### config.mk
export PLATFORM = sky130hd
export DESIGN_NAME = pulse_burst_gen
export DESIGN_NICKNAME = d
export VERILOG_FILES = /design/src/rtl/pulse_burst_gen.sv
export SDC_FILE = /design/constraint.sdc
export NUM_CORES = 1
export LEC_CHECK = 0
export CORE_MARGIN = 5
export CORE_UTILIZATION = 56
export CTS_BUF_LIST = sky130_fd_sc_hd__clkbuf_4
export DETAILED_ROUTE_END_ITERATION = 16
export PLACE_DENSITY = 0.82
export SYNTH_ARGS = -nofsm -noshare
export SYNTH_HDL_FRONTEND = slang
export SYNTH_SLANG_ARGS = --single-unit
### constraint.sdc
create_clock -name clk -period 2.95 [get_ports clk]
set_input_delay 0.885 -clock clk [delete_from_list [all_inputs] [get_ports clk]]
set_output_delay 0.885 -clock clk [all_outputs]
set_load 0.02 [all_outputs]
### src/rtl/pulse_burst_gen.sv
// Pulse burst generator driving an up/down counter's clock, reset and select pins,
// with a registered model of the value that counter should hold.
module pulse_burst_gen #(
    parameter int BITS  = 4,
    parameter int DIV_W = 8
) (
    input  logic             clk,
    input  logic             rst,
    input  logic             start,
    input  logic             abort,
    input  logic             dir,
    input  logic             clear_first,
    input  logic [BITS-1:0]  len,
    input  logic [DIV_W-1:0] half_period,
    output logic             pulse_out,
    output logic             cnt_rst_out,
    output logic             dir_out,
    output logic             busy,
    output logic             done,
    output logic [BITS-1:0]  expected
);

    typedef enum logic [2:0] {
        S_IDLE,
        S_CLR,
        S_HIGH,
        S_LOW,
        S_DONE
    } state_t;

    localparam logic [BITS-1:0]  CNT_ONE = BITS'(1);
    localparam logic [DIV_W-1:0] TMR_ONE = DIV_W'(1);

    state_t           state, state_nx;
    logic [DIV_W-1:0] timer, timer_nx;
    logic [DIV_W-1:0] h_reg, h_nx;
    logic [BITS-1:0]  remaining, remaining_nx;
    logic [BITS-1:0]  expected_nx;
    logic             pulse_nx, cnt_rst_nx, dir_nx, busy_nx, done_nx;
    logic             last;

    // timer counts down from half_period, so a phase lasts half_period + 1 cycles
    assign last = (timer == '0);

    always_comb begin
        state_nx     = state;
        timer_nx     = timer;
        h_nx         = h_reg;
        remaining_nx = remaining;
        expected_nx  = expected;
        pulse_nx     = pulse_out;
        cnt_rst_nx   = cnt_rst_out;
        dir_nx       = dir_out;
        busy_nx      = busy;
        done_nx      = 1'b0;

        if (abort && state != S_IDLE) begin
            state_nx   = S_IDLE;
            pulse_nx   = 1'b0;
            cnt_rst_nx = 1'b0;
            busy_nx    = 1'b0;
        end else begin
            case (state)
                S_IDLE: begin
                    if (start && len != '0) begin
                        remaining_nx = len;
                        dir_nx       = dir;
                        h_nx         = half_period;
                        timer_nx     = half_period;
                        busy_nx      = 1'b1;
                        if (clear_first) begin
                            state_nx   = S_CLR;
                            cnt_rst_nx = 1'b1;
                        end else begin
                            state_nx = S_HIGH;
                            pulse_nx = 1'b1;
                        end
                    end
                end
                S_CLR: begin
                    if (last) begin
                        expected_nx = '0;
                        cnt_rst_nx  = 1'b0;
                        timer_nx    = h_reg;
                        state_nx    = S_LOW;
                    end else begin
                        timer_nx = timer - TMR_ONE;
                    end
                end
                S_HIGH: begin
                    // the count only lands when a HIGH phase completes
                    if (last) begin
                        remaining_nx = remaining - CNT_ONE;
                        expected_nx  = dir_out ? expected + CNT_ONE : expected - CNT_ONE;
                        pulse_nx     = 1'b0;
                        timer_nx     = h_reg;
                        state_nx     = S_LOW;
                    end else begin
                        timer_nx = timer - TMR_ONE;
                    end
                end
                S_LOW: begin
                    if (last) begin
                        if (remaining == '0) begin
                            state_nx = S_DONE;
                            busy_nx  = 1'b0;
                            done_nx  = 1'b1;
                        end else begin
                            state_nx = S_HIGH;
                            pulse_nx = 1'b1;
                            timer_nx = h_reg;
                        end
                    end else begin
                        timer_nx = timer - TMR_ONE;
                    end
                end
                S_DONE: begin
                    state_nx = S_IDLE;
                end
                default: begin
                    state_nx   = S_IDLE;
                    pulse_nx   = 1'b0;
                    cnt_rst_nx = 1'b0;
                    busy_nx    = 1'b0;
                end
            endcase
        end
    end

    always_ff @(posedge clk or posedge rst) begin
        if (rst) begin
            state       <= S_IDLE;
            pulse_out   <= 1'b0;
            cnt_rst_out <= 1'b0;
            dir_out     <= 1'b0;
            busy        <= 1'b0;
            done        <= 1'b0;
            expected    <= '0;
        end else begin
            state       <= state_nx;
            pulse_out   <= pulse_nx;
            cnt_rst_out <= cnt_rst_nx;
            dir_out     <= dir_nx;
            busy        <= busy_nx;
            done        <= done_nx;
            expected    <= expected_nx;
        end
    end

    // burst parameters are always loaded at accept before being read
    always_ff @(posedge clk) begin
        timer     <= timer_nx;
        h_reg     <= h_nx;
        remaining <= remaining_nx;
    end

endmodule

# Yosys cells after proc, flatten, opt, wreduce, memory -nomap -nowiden
# Cells that the tools add are included.
op_classes:
  mux: 39
  addsub: 4
  n_reduce_logical: 22
  bitwise_logic: 1
  eq_ne: 20
op_table:
  columns: ["cell", "count"]
  rows:
  - ["two-way mux 8 bit", 4]
  - ["!= test 3 bit, second input constant", 9]
  - ["one-hot mux 8 bit (3 select lines)", 1]
  - ["two-way mux 4 bit", 5]
  - ["AND reduction 4 bit", 5]
  - ["two-way mux 1 bit", 17]
  - ["one-hot mux 4 bit (2 select lines)", 2]
  - ["two-way mux 3 bit", 5]
  - ["one-hot mux 3 bit (3 select lines)", 1]
  - ["logical NOT 8 bit", 1]
  - ["subtractor 4 x 1 -> 4 bit, second input constant", 2]
  - ["subtractor 8 x 1 -> 8 bit, second input constant", 1]
  - ["equality test 3 x 2 -> 1 bit, second input constant", 2]
  - ["!= test 2 x 1 -> 1 bit, second input constant", 3]
  - ["!= test 2 bit, second input constant", 3]
  - ["one-hot mux 1 bit (3 select lines)", 2]
  - ["AND reduction 3 bit", 2]
  - ["AND reduction 6 bit", 1]
  - ["nonzero test 3 bit", 2]
  - ["OR reduction 3 bit", 2]
  - ["adder 4 x 1 -> 4 bit, second input constant", 1]
  - ["logical NOT 4 bit", 1]
  - ["one-hot mux 1 bit (4 select lines)", 1]
  - ["nonzero test 2 bit", 2]
  - ["other kinds (9)", 11]
totals:
  wordCells: 96
  ff_bits: 32
  out_inout_bits: 9

# Longest topological paths before layout
depth:
  word_depth: 5
  depth_mapped: 8
  depth_no_buf: 7

# Worst setup path after synthesis
# OpenSTA, ideal clock, no wires.
synth_timing:
  path_kind: "flip-flop to flip-flop"
  start: "register timer[0]"
  end: "register remaining[0] (enable)"
  setup_slack_ns: 0.711
  period_less_slack_ns: 2.239
  stages_incl_launch_ff: 8
  t_arrival_ns: 1.878
  setup_time_ns: 0.361
  required_ns: 2.589
  path_cell_list: "edfxtp_1 > inv_1 > ha_1 > or3b_2 > nor2_8 > buf_2 > a21oi_1 > nor3_1"
synth_between:
  elab_chain_len: 3
synth_rtl:
  columns: ["element", "line", "rtl"]
  rows:
  - ["start: declaration", "35", "logic [DIV_W-1:0] timer, timer_nx;"]
  - ["start signal: assignment", "152", "timer <= timer_nx;"]
  - ["logical NOT 8 bit", "43", "assign last = (timer == '0);"]
  - ["!= test 2 bit (no source line)", null, null]
  - ["AND reduction 4 bit (no source line)", null, null]
  - ["end signal: assignment", "154", "remaining <= remaining_nx;"]
  - ["end: declaration", "37", "logic [BITS-1:0] remaining, remaining_nx;"]
# No other way between the ends.
# A chain may end at the register's enable or synchronous reset.

# Final worst setup path
layout_timing:
  start: "register timer[0]"
  end: "register remaining[2] (enable)"
# The elaborated chain is that of the path after synthesis.

==> run_results.csv <==
group,metric,value,unit
status,status,"finished, final reports clean",
job,cap_viol_max_count,0,
global_routing,grt-ovfl-total,0,
finish,layout-drive-gt1-share,8.64,%
finish,fill_cells,295,
clock_network,numCtsBuffers,5,
setup_path,cp-start-kind,"register",
floorplanning,core_region_area,3310,um^2
hold_path,hold_path_class,"register to register",
floorplanning,die_y,68.1,um
hold_path,min_path_cells,1,
floorplanning,io_pins,27,
clock_network,hold_buffers,0,
pwr,switching_share,40.6,%
sta,tightest_slew,771,ps
clock_network,root_buffer,"clkbuf_4",
sta,rsz0062_at_grt,"false",
global_routing,grt_max_degree,18,
drt,m1WireLength,1.73,mm
drt,ant_nets,0,
drt,vias,1601,
sta,slew_viol_final,0,
sta,setup-tns-final,0,ps
finish,syn_to_final_growth,19.9,%
sta,finClkSkew,9.55,ps
clock_network,clk_latency,340,ps
finish,nNetsFinal,243,
placed_design,gp_congestion,0.833,
synthesis,ys_types,50,
global_routing,grt_pass1_vias,1584,
synthesis,syn-cell-area,1890,um^2
sta,report.final.setup_viol,0,
floorplanning,fp.dieW,68.1,um
drt,post-route-drc-count,0,
clock_network,cts_resized,0,
clock_network,cts_tree,"yes",
placed_design,dp_hpwl,3.26,mm
drt,post_drt_wl_per_cell,16.7,um
finish,diodes,0,
drt,drt_iter0_markers,132,
sta,slew_headroom,48.4,%
placed_design,dp.cells,258,
synthesis,ys_seq_area_share,47.7,%
sta,whs,515,ps
drt,met2_length,2.38,mm
drt,vias_per_cell,6.02,
setup_path,crit_fanout,17,
sta,finalHoldViolCount,0,
floorplanning,die-area,4630,um^2
global_routing,grt_usage,21.5,%
synthesis,syn_inst,191,
clock_network,clk_path_buf_depth,2,
pwr,power.density,931,nW/um^2
pwr,vdd_drop_max,533,uV
synthesis,ys_ff_latch,32,
drt,drt-pass1-iter-count,4,
global_routing,antenna_found_initial,0,
pwr,p_leak,0.889,nW
synthesis,avgSynthCellArea,9.89,um^2
clock_network,postCtsSetupRepairBufs,0,
drt,wl_met3,277,um
sta,finalCriticalPeriod,2340,ps
floorplanning,rows,21,
clock_network,cts.clk_slew.worst_paths,100,ps
pwr,pwr-share-clk,15.4,%
synthesis,synth_warnings,0,
sta,finalCritPeriodShare,79.3,%
pwr,p_seq_share,39.3,%
setup_path,ff2ff_path_depth,6,
pwr,comb_power_share,45.3,%
drt,totalWireLength,4.44,mm
finish,instances_no_fill,266,
setup_path,critical_path_class,"register to register",
synthesis,synth_edf_count,20,
setup_path,cp.required,2930,ps
setup_path,worstPathArrival,2320,ps
sta,fmax,0.427,GHz
placed_design,port_buffers,26,
clock_network,cts.sinks,32,
floorplanning,initial_core_util,57.0,%
setup_path,end_kind,"register",
drt,highest_layer,"met4",
clock_network,htree_num_levels,2,
pwr,finalPower,2.11,mW
pwr,p_int,1.25,mW
pwr,p_sw,0.855,mW
synthesis,synth_ff_type,"edfxtp_1",
global_routing,grt_pass1_wl,7.29,mm
synthesis,synth_nets,215,
synthesis,async_flop_share,37.5,%
[power groups by stage]
stage / Clock [mW] / Sequential, mW / Combinational, mW
floorplan: 0 / 0.803 / 0.682
global placement: 0 / 0.821 / 0.895
detailed placement: 0 / 0.834 / 0.946
CTS: 0.324 / 0.825 / 0.959
global route: 0.356 / 0.844 / 1.06
finish: 0.324 / 0.830 / 0.955
[routing by layer]
metal	GRT usage, %	vias up
met5	0	-
met4	6.45	0
met3	5.42	9
met2	38.6	49
met1	25.0	790
li1	-	753
[area by class of cell]
class / count / area, um^2 / share of cell area (%)
Tap cell: 46 / 57.6 / 2.54
Timing Repair Buffer: 29 / 283 / 12.5
Clock buffer: 5 / 37.5 / 1.66
Inverter: 11 / 41.3 / 1.82
Clock inverter: 3 / 37.5 / 1.66
Sequential cell: 32 / 901 / 39.8
Multi-Input combinational cell: 140 / 907 / 40.1
[per-stage QoR]
| stage | util, % | area (um^2) | worst slack (ps) |
|---|---|---|---|
| after floorplan | - | 1890 | 711 |
| after detailed placement | 66.1 | 2190 | 333 |
| after CTS | 68.4 | 2260 | 586 |
| final | 68.4 | 2260 | 610 |
| after global routing | 68.4 | 2260 | 446 |
| after global placement | 66.1 | 2190 | 376 |
[final timing paths]
kind	start	endpoint	slack (ps)
max	timer[0]$_DFFE_PP_	remaining[2]$_DFFE_PP_	610
min	busy$_DFFE_PP0P_	busy$_DFFE_PP0P_	510
max reg2reg	timer[0]$_DFFE_PP_	remaining[2]$_DFFE_PP_	610
min reg2reg	busy$_DFFE_PP0P_	busy$_DFFE_PP0P_	510
max in group asynchronous	rst	busy$_DFFE_PP0P_	1790
min in group asynchronous	rst	state[1]$_DFFE_PP0P_	840
[critical path: stages, from the launching register on]
cell and delay, ps:
edfxtp_1 420, inv_1 100, ha_1 180, or3b_2 530
nor2_8 250, a21oi_1 100, nor3_1 420
[Yosys cell counts, drive strengths merged, types with 2 or more instances]
cell type / count / area, um^2
dfrtp: 12 / 300
edfxtp: 20 / 601
a22oi: 2 / 15.0
a21boi: 2 / 15.0
xnor2: 5 / 43.8
o21ai: 18 / 90.1
xor2: 2 / 17.5
nand3: 2 / 15.0
nand2b: 4 / 25.0
inv: 11 / 41.3
a21oi: 18 / 90.1
nor3: 7 / 46.3
clkbuf: 6 / 22.5
a31oi: 2 / 12.5
nand2: 20 / 77.6
buf: 2 / 16.3
or2: 3 / 18.8
or4: 2 / 18.8
o2bb2ai: 3 / 26.3
nand4: 2 / 12.5
o21a: 4 / 30.0
nor2: 17 / 80.1
ha: 5 / 62.6
a221oi: 2 / 23.8
mux2i: 4 / 40.0
[cells by family after synthesis]
logic type               share of synthesized area [%]
AND/OR/NAND/NOR                                   18.2
AO/OA/AOI/OAI                                     20.1
flip-flops                                        47.7
buffers and inverters                             4.24
XOR/XNOR                                          3.25
adder cells (fa/ha/maj)                           4.37
multiplexers                                      2.12
[cells in the final DEF (no fill, tap or decap), types with 2 or more instances in the layout]
cell type	instances
nand2b_1	4
clkbuf_4	5
xnor2_1	5
o2bb2ai_1	3
a31oi_1	2
clkinv_1	2
xor2_1	2
clkdlybuf4s50_1	26
nor3_1	6
mux2i_1	4
inv_1	11
nor2_1	16
edfxtp_1	20
o21a_1	4
dfrtp_1	12
a21oi_1	18
nand2_1	19
nand4_1	2
a22oi_1	2
or2_2	2
o21ai_0	18
buf_4	3
ha_1	5
Note: power is estimated with default switching activity, not from simulation.
==> RTL edit: new RTL, same settings <==
Make the reset (`rst`) synchronous in one clocked block.
--- a/src/rtl/pulse_burst_gen.sv
+++ b/src/rtl/pulse_burst_gen.sv
@@ -128,5 +128,5 @@
     end
 
-    always_ff @(posedge clk or posedge rst) begin
+    always_ff @(posedge clk) begin
         if (rst) begin
             state       <= S_IDLE;
Check against the original RTL: differs if rst is asserted again (counterexample within 4 cycles, from zero or initial values and one cycle with rst high); with rst held inactive, the same outputs for 10 cycles.
==> RTL edit against the unedited design <==
Sequential cell count did not move. Die area fell by 5.5%. First-iteration DRC count rose by 21%. Design area fell by 5.5%. Wire length fell by 9.7%. Clock skew down 0.0059 ns. Synthesized area shrank 6.4%. Worst setup slack got worse by 0.29 ns. Global-route usage down 1.4 points. Register-to-register slack worse by 0.22 ns.
Power is not compared: it rests on default switching activity, and its combinational part moved more than twofold at a synthesized area within 25%.
==> RTL edit: results <==
{
  "ys_types": 44,
  "stdcell_count": 258,
  "async_reset_ff_frac": 0,
  "synth-seq-area-share": 0.4759,
  "holdPathStages": 2,
  "r2r_cells": 7,
  "dp.cells": 250,
  "status": "complete, no violations",
  "wirelength_um": 4013,
  "avgViaCountPerCell": 5.798,
  "wl_met3_um": 291,
  "met1_length_um": 1731,
  "startpoint": "len[1]",
  "ys_top_cells_by_area": "edfxtp_1 34%, dfxtp_1 14%, nand2_1 4.9%, a21oi_1 3.7%, ha_1 3.5%",
  "placed_area_sq_um": 2088,
  "crit_end": "timer[0]$_DFFE_PP_",
  "finalClockSkew_ns": 0.003606,
  "grt_max_degree": 17,
  "drive_above_1_share": 0.08411,
  "fin_crit_sh": 0.8928,
  "wl_met2_um": 1905,
  "fin_nets": 237,
  "dp_slack_ns": -0.03367,
  "grt_use_total": 0.2015,
  "worst_path_largest_cell_delay_ns": 0.85
}
RTL edit: cell type report:
cell class                 count  area [sq um]  share of cell area
clock buffer                   5         37.54             0.01754
inverter                       9         33.78             0.01579
sequential                    32         840.8              0.3930
clock inverter                 3         13.76            0.006433
tap                           44         55.05             0.02573
multi-input combinational    134         860.8              0.4023
timing repair buffer          31         297.8              0.1392
RTL edit: power by group:
group	switching, uW	internal (uW)	total, uW
registers	45.4	527	572
clock network	153	87.4	241
logic	119	105	224
RTL edit: cells by family (layout without fill, tap and decap cells):
logic type | after synthesis | count (layout) | synth area share
AOI/OAI and AO/OA | 45 | 45 | 0.1580
xor gates and xnor gates | 9 | 9 | 0.04461
adders and majority gates | 6 | 6 | 0.04674
buffers and inverters | 17 | 48 | 0.03683
DFF | 32 | 32 | 0.4759
muxes | 4 | 4 | 0.02337
and+or+nand+nor | 70 | 70 | 0.2146
